File: src/rtl/pulse_gen_pkg.sv
// Shared types for the multi-channel pulse generator: channel state and
// retrigger mode encodings.
package pulse_gen_pkg;

    typedef enum logic [1:0] {
        ST_IDLE  = 2'd0,
        ST_PULSE = 2'd1,
        ST_GAP   = 2'd2
    } ch_state_t;

    localparam logic MODE_IGNORE = 1'b0;
    localparam logic MODE_EXTEND = 1'b1;

endpackage

File: src/rtl/pulse_channel.sv
// One pulse channel: trigger synchroniser, rising-edge detect, and the
// IDLE/PULSE/GAP sequencer with its shared down-counter.
//
// state    | meaning
// ST_IDLE  | waiting for a trigger edge
// ST_PULSE | pulse high, counter holds remaining high cycles
// ST_GAP   | pulse low hold-off, counter holds remaining gap cycles
module pulse_channel
    import pulse_gen_pkg::*;
#(
    parameter int CNT_W       = 8,
    parameter int SYNC_STAGES = 2
) (
    input  logic             clk,
    input  logic             rst_n,
    input  logic             trig,
    input  logic             en,
    input  logic [CNT_W-1:0] width,
    input  logic [CNT_W-1:0] gap,
    input  logic             mode,
    input  logic             clr,
    output logic             pulse,
    output logic             busy,
    output logic             done,
    output logic             overrun
);

    logic [SYNC_STAGES-1:0] sync_q;
    logic                   prev_q;
    logic [SYNC_STAGES:0]   vld_q;
    logic                   edge_q;
    ch_state_t              state;
    logic [CNT_W-1:0]       cnt_q;

    // vld_q gates detection until prev_q holds a sample taken after reset,
    // so a trigger already high at release is not seen as an edge.
    always_ff @(posedge clk or negedge rst_n) begin
        if (!rst_n) begin
            sync_q <= '0;
            prev_q <= 1'b0;
            vld_q  <= '0;
            edge_q <= 1'b0;
        end else begin
            sync_q <= {sync_q[SYNC_STAGES-2:0], trig};
            prev_q <= sync_q[SYNC_STAGES-1];
            vld_q  <= {vld_q[SYNC_STAGES-1:0], 1'b1};
            edge_q <= vld_q[SYNC_STAGES] & sync_q[SYNC_STAGES-1] & ~prev_q;
        end
    end

    logic evt, last, extend, drop;

    assign evt    = edge_q & en & (width != '0);
    assign last   = (cnt_q == CNT_W'(1));
    assign extend = evt & (mode == MODE_EXTEND) & (state == ST_PULSE);
    assign drop   = evt & (((state == ST_PULSE) & (mode == MODE_IGNORE)) |
                           ((state == ST_GAP) & ~last));

    assign busy = (state != ST_IDLE);
    assign done = en & (state == ST_PULSE) & last & ~extend;

    always_ff @(posedge clk or negedge rst_n) begin
        if (!rst_n) begin
            state   <= ST_IDLE;
            cnt_q   <= '0;
            pulse   <= 1'b0;
            overrun <= 1'b0;
        end else begin
            overrun <= clr ? 1'b0 : (overrun | drop);
            if (!en) begin
                state <= ST_IDLE;
                cnt_q <= '0;
                pulse <= 1'b0;
            end else begin
                case (state)
                    ST_IDLE: begin
                        if (evt) begin
                            state <= ST_PULSE;
                            cnt_q <= width;
                            pulse <= 1'b1;
                        end
                    end
                    ST_PULSE: begin
                        if (extend) begin
                            cnt_q <= width;
                        end else if (last) begin
                            pulse <= 1'b0;
                            if (gap != '0) begin
                                state <= ST_GAP;
                                cnt_q <= gap;
                            end else begin
                                state <= ST_IDLE;
                                cnt_q <= '0;
                            end
                        end else begin
                            cnt_q <= cnt_q - CNT_W'(1);
                        end
                    end
                    ST_GAP: begin
                        // An edge in the final gap cycle starts the next pulse directly.
                        if (last) begin
                            if (evt) begin
                                state <= ST_PULSE;
                                cnt_q <= width;
                                pulse <= 1'b1;
                            end else begin
                                state <= ST_IDLE;
                                cnt_q <= '0;
                            end
                        end else begin
                            cnt_q <= cnt_q - CNT_W'(1);
                        end
                    end
                    default: begin
                        state <= ST_IDLE;
                        cnt_q <= '0;
                        pulse <= 1'b0;
                    end
                endcase
            end
        end
    end

endmodule

File: src/rtl/pulse_generator_mc.sv
// Multi-channel pulse generator: NUM_CH independent channels sharing the
// width/gap/mode configuration and the overrun clear.
module pulse_generator_mc
    import pulse_gen_pkg::*;
#(
    parameter int NUM_CH      = 4,
    parameter int CNT_W       = 8,
    parameter int SYNC_STAGES = 2
) (
    input  logic              clk,
    input  logic              rst_n,
    input  logic [NUM_CH-1:0] trig,
    input  logic [NUM_CH-1:0] en,
    input  logic [CNT_W-1:0]  width,
    input  logic [CNT_W-1:0]  gap,
    input  logic              mode,
    input  logic              clr,
    output logic [NUM_CH-1:0] pulse,
    output logic [NUM_CH-1:0] busy,
    output logic [NUM_CH-1:0] done,
    output logic [NUM_CH-1:0] overrun
);

    for (genvar i = 0; i < NUM_CH; i++) begin : g_ch
        pulse_channel #(
            .CNT_W      (CNT_W),
            .SYNC_STAGES(SYNC_STAGES)
        ) u_ch (
            .clk    (clk),
            .rst_n  (rst_n),
            .trig   (trig[i]),
            .en     (en[i]),
            .width  (width),
            .gap    (gap),
            .mode   (mode),
            .clr    (clr),
            .pulse  (pulse[i]),
            .busy   (busy[i]),
            .done   (done[i]),
            .overrun(overrun[i])
        );
    end

endmodule
File: config.mk
export PLATFORM = sky130hd
export DESIGN_NAME = pulse_generator_mc
export DESIGN_NICKNAME = d
export VERILOG_FILES = /design/src/rtl/pulse_gen_pkg.sv /design/src/rtl/pulse_channel.sv /design/src/rtl/pulse_generator_mc.sv
export SDC_FILE = /design/constraint.sdc
export NUM_CORES = 1
export LEC_CHECK = 0
export CAP_MARGIN = 20
export CORE_UTILIZATION = 39
export DETAILED_ROUTE_END_ITERATION = 6
export PLACE_DENSITY_LB_ADDON = 0.2
export SLEW_MARGIN = 20
export SYNTH_ARGS = -nofsm -noshare
export SYNTH_HDL_FRONTEND = slang
export SYNTH_SLANG_ARGS = --single-unit
File: constraint.sdc
create_clock -name clk -period 1.9 [get_ports clk]
set_input_delay 0.285 -clock clk [delete_from_list [all_inputs] [get_ports clk]]
set_output_delay 0.285 -clock clk [all_outputs]
set_load 0.02 [all_outputs]
## After elaboration in Yosys (flattened, before gate mapping)

Cells that the tools add are included.

- Bits in registers: 76
- Bits of input ports: 28
- Output and inout port bits: 16
- Word-level logic and storage cells: 237

- Add/subtract/negate cells: 4
- Eq/ne operators: 28
- Multiplexer cells: 86
- Bitwise logic cells: 69
- Reductions and logical operators: 18

Operators with widths:

| operator | number |
|---|---|
| 8-bit two-way mux | 25 |
| 8-bit one-hot mux with 3 select lines | 4 |
| 1-bit AND | 48 |
| 2-bit two-way mux | 21 |
| 3-bit by 2-bit inequality test with 1-bit output, second input constant | 12 |
| 8-bit by 1-bit equality test with 1-bit output, second input constant | 4 |
| 8-bit by 1-bit subtractor with 8-bit output, second input constant | 4 |
| 1-bit two-way mux | 28 |
| 2-bit one-hot mux with 3 select lines | 4 |
| 4-bit AND reduction | 4 |
| 8-bit nonzero test | 2 |
| 1-bit NOT | 13 |
| 3-bit inequality test, second input constant | 4 |
| 1-bit one-hot mux with 3 select lines | 4 |
| 3-bit AND reduction | 4 |
| 2-bit by 1-bit equality test with 1-bit output, second input constant | 4 |
| 2-bit equality test, second input constant | 4 |
| 2-bit zero test | 4 |
| 1-bit bitwise OR | 8 |
| 2-bit nonzero test | 4 |

## Logic depth before layout (Yosys ltp)

- Depth after elaboration: 7
- Depth in mapped cells: 9
- Gate-level depth less buffers: 8

## Hierarchy

A second synthesis with hierarchy kept.

- Cell total of the unflattened synthesis: 593
- Area total of the unflattened synthesis: 5225.0 um2

By module, submodules not included:

| module | instances | cells an instance | area an instance (um2) | sequential area each (um2) |
|---|---|---|---|---|
| pulse_channel (g_ch[0].u_ch ...) | 2 | 152 | 1300.0 | 475.5 |
| pulse_channel (g_ch[2].u_ch) | 1 | 158 | 1341.3 | 475.5 |
| pulse_channel (g_ch[3].u_ch) | 1 | 131 | 1283.7 | 475.5 |

## Least setup slack after synthesis

No wires, ideal clock.

- Kind: reg2out
- Start: reg g_ch[1].u_ch.cnt_q[1]
- End: out done[1]
- Arrival time: 1.740 ns
- Data required time: 1.615 ns
- Slack: -0.125 ns
- Cell stages (with the launch flop): 8
- Path buffers: 2
- Cells stage by stage: dfrtp_1 > inv_1 > ha_1 > nor4b_1 > nand2_1 > clkbuf_1 > nor4_1 > buf_4

- Longest elaborated chain between the ends: 3

Ends and longest elaborated chain:

| item | line | RTL |
|---|---|---|
| from (decl) | pulse_channel.sv:33 | `logic [CNT_W-1:0] cnt_q;` |
| from (signal assigned) | pulse_channel.sv:79 | `cnt_q <= width;` |
| from (signal assigned) | pulse_channel.sv:85 | `cnt_q <= width;` |
| from (signal assigned) | pulse_channel.sv:90 | `cnt_q <= gap;` |
| 8-bit by 1-bit equality test with 1-bit output | pulse_channel.sv:54 | `assign last = (cnt_q == CNT_W'(1));` |
| 1-bit AND (2 in a row) | pulse_channel.sv:60 | `assign done = en & (state == ST_PULSE) & last & ~extend;` |
| to (decl) | pulse_generator_mc.sv:20 | `output logic [NUM_CH-1:0] done,` |

Every way passes these cells.

## Final worst setup path

- Start: reg g_ch[2].u_ch.cnt_q[4]
- End: out done[2]

- Longest elaborated chain between the ends: 3

Ends and longest elaborated chain:

| item | line |
|---|---|
| from (decl) | pulse_channel.sv:33 |
| from (signal assigned) | pulse_channel.sv:79 |
| from (signal assigned) | pulse_channel.sv:85 |
| from (signal assigned) | pulse_channel.sv:90 |
| 8-bit by 1-bit equality test with 1-bit output | pulse_channel.sv:54 |
| 1-bit AND (2 in a row) | pulse_channel.sv:60 |

Every way passes these cells.

==> flow_summary.yaml <==
route:
  routed_wirelength_um: 20100
  met2WireLength_um: 9360
  drt-pass1-iter-count: 6
  drc: 0
  wire_per_inst_um: 19.6
  antenna_left: 0
  dr_wl_met3_um: 1420
  highest-signal-layer: "met4"
  wl_met1_um: 8600
  drt_iter0_drc: 576
  viasPerCell: 5.86
  vias: 6011
logic_synthesis:
  netlist_area_um2: 5000
  syn-num-nets: 653
  syn_area_per_cell_um2: 8.10
  ys_ff_latch: 67
  synth_warnings: 0
  synthArstFlopShare_pct: 100
  ys_seq_area_share_pct: 33.5
  syn_inst: 617
  synth_edf_count: 0
  synth.distinct_cells: 81
  ys.flop_type: "dfrtp_1"
cells_and_area:
  drive_gt1_share_pct: 43.4
  area_delta_synth_final_pct: 60.6
  final_cells: 1025
  final_cell_area_um2: 8030
  seqCellArea_um2: 1680
  num_antenna_cells: 0
  layout.nets: 888
  final_common_cell: "buf_4"
  fillers: 999
  multi_input_area_um2: 3570
  final_cell_mix: "buf_4 (199), nand2_1 (68), dfrtp_1 (67)"
timing:
  hold_viol: 0
  maxSlewHeadroom_pct: 54.8
  worst_slew_pin_slew_ps: 676
  layout_min_cycle_time_ps: 2120
  grt_setup_unrepaired: "yes"
  fin_worst_skew_ps: 13.8
  fin_ws_ps: -218
  fin_tns_setup_ps: -695
  report.final.slew_viol_count: 0
  setup_viol: 11
  min_period_over_period_pct: 111
  max_freq_mhz: 472
global_routing:
  grt_max_degree: 68
  grt-ovfl-total: 0
  track_usage_pct: 30.3
  grt_pass1_vias: 5647
  antenna_found_initial: 0
  grt_pass1_wl_um: 30100
critical_path:
  worstPathMaxFanout: 2
  start_kind: "register"
  cp_cell_sequence: "or4_4 -> nor3_4 -> nand2_1 -> nor2_1 -> buf_4"
  max_stage_delay_ps: 550
  end_kind: "output port"
  path_buf_inv: 1
  critPathArrivalTime_ps: 1830
  critPathTopFamily: "simple AND/OR/NAND/NOR gates"
  slowest_stage: "or4_4"
  path_class: "register to output port"
  crit_required_ps: 1620
floorplanning:
  num_rows: 40
  start_util_pct: 40.8
  die-area_um2: 13300
  fp.dieW_um: 115
  dieHeight_um: 115
  core_um2: 12300
  ios: 44
cts:
  worstSkewPairLatency_ps: 360
  cts.sinks: 67
  h-tree-depth: 3
  path_clk_slew_ps: 60
  cts_made_buffers: 9
  cts_tree: "built"
  root_buffer: "clkbuf_16"
  clockBufferDepth: 2
min_path:
  min_path_type: "register to register"
place:
  dpl.hpwl_um: 13700
  gp_congestion: 0.940
  port_buffers: 43
  dpl_cell_area_um2: 6760
  dp_cells: 962
power:
  finalPower_mw: 5.26
  vdd_ir_drop_max_mv: 0.590
  powerDensity_nw_per_um2: 655
  power_leakage_nw: 3.63
outcome:
  violations: "setup timing"
  status: "finished, violations left"
flow_run:
  maxCapViolCount: 0
-- cells by family (layout without fill, tap and decap cells) --
kind of cell / Yosys count / after routing / synth area share [%]
muxes: 3 / 3 / 0.626
buffers and inverters: 64 / 303 / 6.88
and+or+nand+nor: 262 / 263 / 27.1
DFF: 67 / 67 / 33.5
AOI/OAI and AO/OA: 203 / 203 / 28.3
other: 1 / 1 / 0.0750
adders and majority gates: 8 / 8 / 2.00
xor gates and xnor gates: 9 / 9 / 1.58
-- layer usage --
metal | vias up | GRT usage (%)
li1 | 2748 | -
met1 | 2923 | 39.7
met2 | 283 | 48.1
met3 | 57 | 6.01
met4 | 0 | 14.4
met5 | - | 0
-- synthesized netlist by cell type, types with 3 or more instances --
cell | count | area (um^2)
a211o_1 | 5 | 43.8
a211oi_1 | 4 | 30.0
a21boi_0 | 4 | 30.0
a21o_1 | 4 | 30.0
a21oi_1 | 44 | 220
a221o_2 | 3 | 33.8
a22oi_1 | 13 | 97.6
a2bb2oi_1 | 7 | 61.3
a31oi_1 | 8 | 50.1
a32oi_1 | 4 | 35.0
and2_1 | 9 | 56.3
and3_1 | 8 | 50.1
buf_2 | 7 | 35.0
buf_4 | 23 | 173
clkbuf_1 | 14 | 52.6
dfrtp_1 | 67 | 1680
ha_1 | 8 | 100
inv_1 | 18 | 67.6
nand2_1 | 79 | 297
nand2b_1 | 8 | 50.1
nand3_1 | 18 | 90.1
nor2_1 | 54 | 203
nor2_2 | 3 | 18.8
nor2b_1 | 12 | 75.1
nor3_1 | 23 | 115
nor3b_1 | 6 | 45.0
nor4_1 | 10 | 62.6
nor4b_1 | 4 | 35.0
o2111ai_1 | 6 | 52.6
o211ai_1 | 16 | 120
o21a_1 | 4 | 30.0
o21ai_0 | 36 | 180
o21ai_1 | 3 | 15.0
o221ai_1 | 3 | 26.3
o22ai_1 | 4 | 25.0
o2bb2ai_1 | 3 | 26.3
o31ai_1 | 4 | 30.0
or2_2 | 5 | 31.3
or3_1 | 3 | 18.8
or4_1 | 3 | 22.5
xnor2_1 | 4 | 35.0
xor2_1 | 5 | 43.8
-- timing repair --
action	in CTS	in global routing
hold endpoints to repair	67	0
endpoints found under the setup margin	52	42
gates cloned	1	0
pin swaps	26	48
buffers inserted	22	26
resized for setup	124	94
hold buffers	1	0
-- path summary, 6_finish.rpt --
path	end	cells after the start	slack [ps]	from
worst max-delay path	done[2]	5	-220	g_ch[2].u_ch.cnt_q[4]$_DFFE_PN0N_
worst max register to register	g_ch[1].u_ch.cnt_q[2]$_DFFE_PN0N_	9	-80	g_ch[1].u_ch.cnt_q[1]$_DFFE_PN0N_
worst min-delay path	g_ch[3].u_ch.vld_q[1]$_DFF_PN0_	0	350	g_ch[3].u_ch.vld_q[0]$_DFF_PN0_
min in group asynchronous	g_ch[1].u_ch.cnt_q[6]$_DFFE_PN0N_	3	470	rst_n
worst min register to register	g_ch[3].u_ch.vld_q[1]$_DFF_PN0_	0	350	g_ch[3].u_ch.vld_q[0]$_DFF_PN0_
max in group asynchronous	g_ch[3].u_ch.state[0]$_DFFE_PN0P_	3	1120	rst_n
-- where the power goes --
group / internal [mW] / switching, mW
logic: 0.980 / 1.03
clock network: 0.903 / 0.749
registers: 1.52 / 0.0774
-- state kept, by name (all words and copies together), names as in the netlist --
signal,count
g_ch.u_ch.state,8
g_ch.u_ch.prev_q,4
g_ch.u_ch.overrun,4
g_ch.u_ch.sync_q,8
g_ch.u_ch.edge_q,4
g_ch.u_ch.pulse,4
g_ch.u_ch.cnt_q,32
g_ch.u_ch.vld_q,3
-- metrics by stage --
step                util [%]  hold slack [ps]  worst slack [ps]
finish                  65.5              349              -218
global route            65.5              362              -317
CTS                     61.2              351              -222
detailed placement      55.2              337              -999
global placement        55.2              335              -954
floorplan                  -            -10.6             -32.3
-- cell type report --
type                       count  share of cell area [%]
clock inverter                 7                   0.717
timing repair buffer         269                    27.6
clock buffer                   9                    2.80
tap                          168                    2.62
inverter                      18                   0.841
multi-input combinational    487                    44.5
sequential                    67                    20.9
No activity file was read; power rests on OpenSTA's default activity.
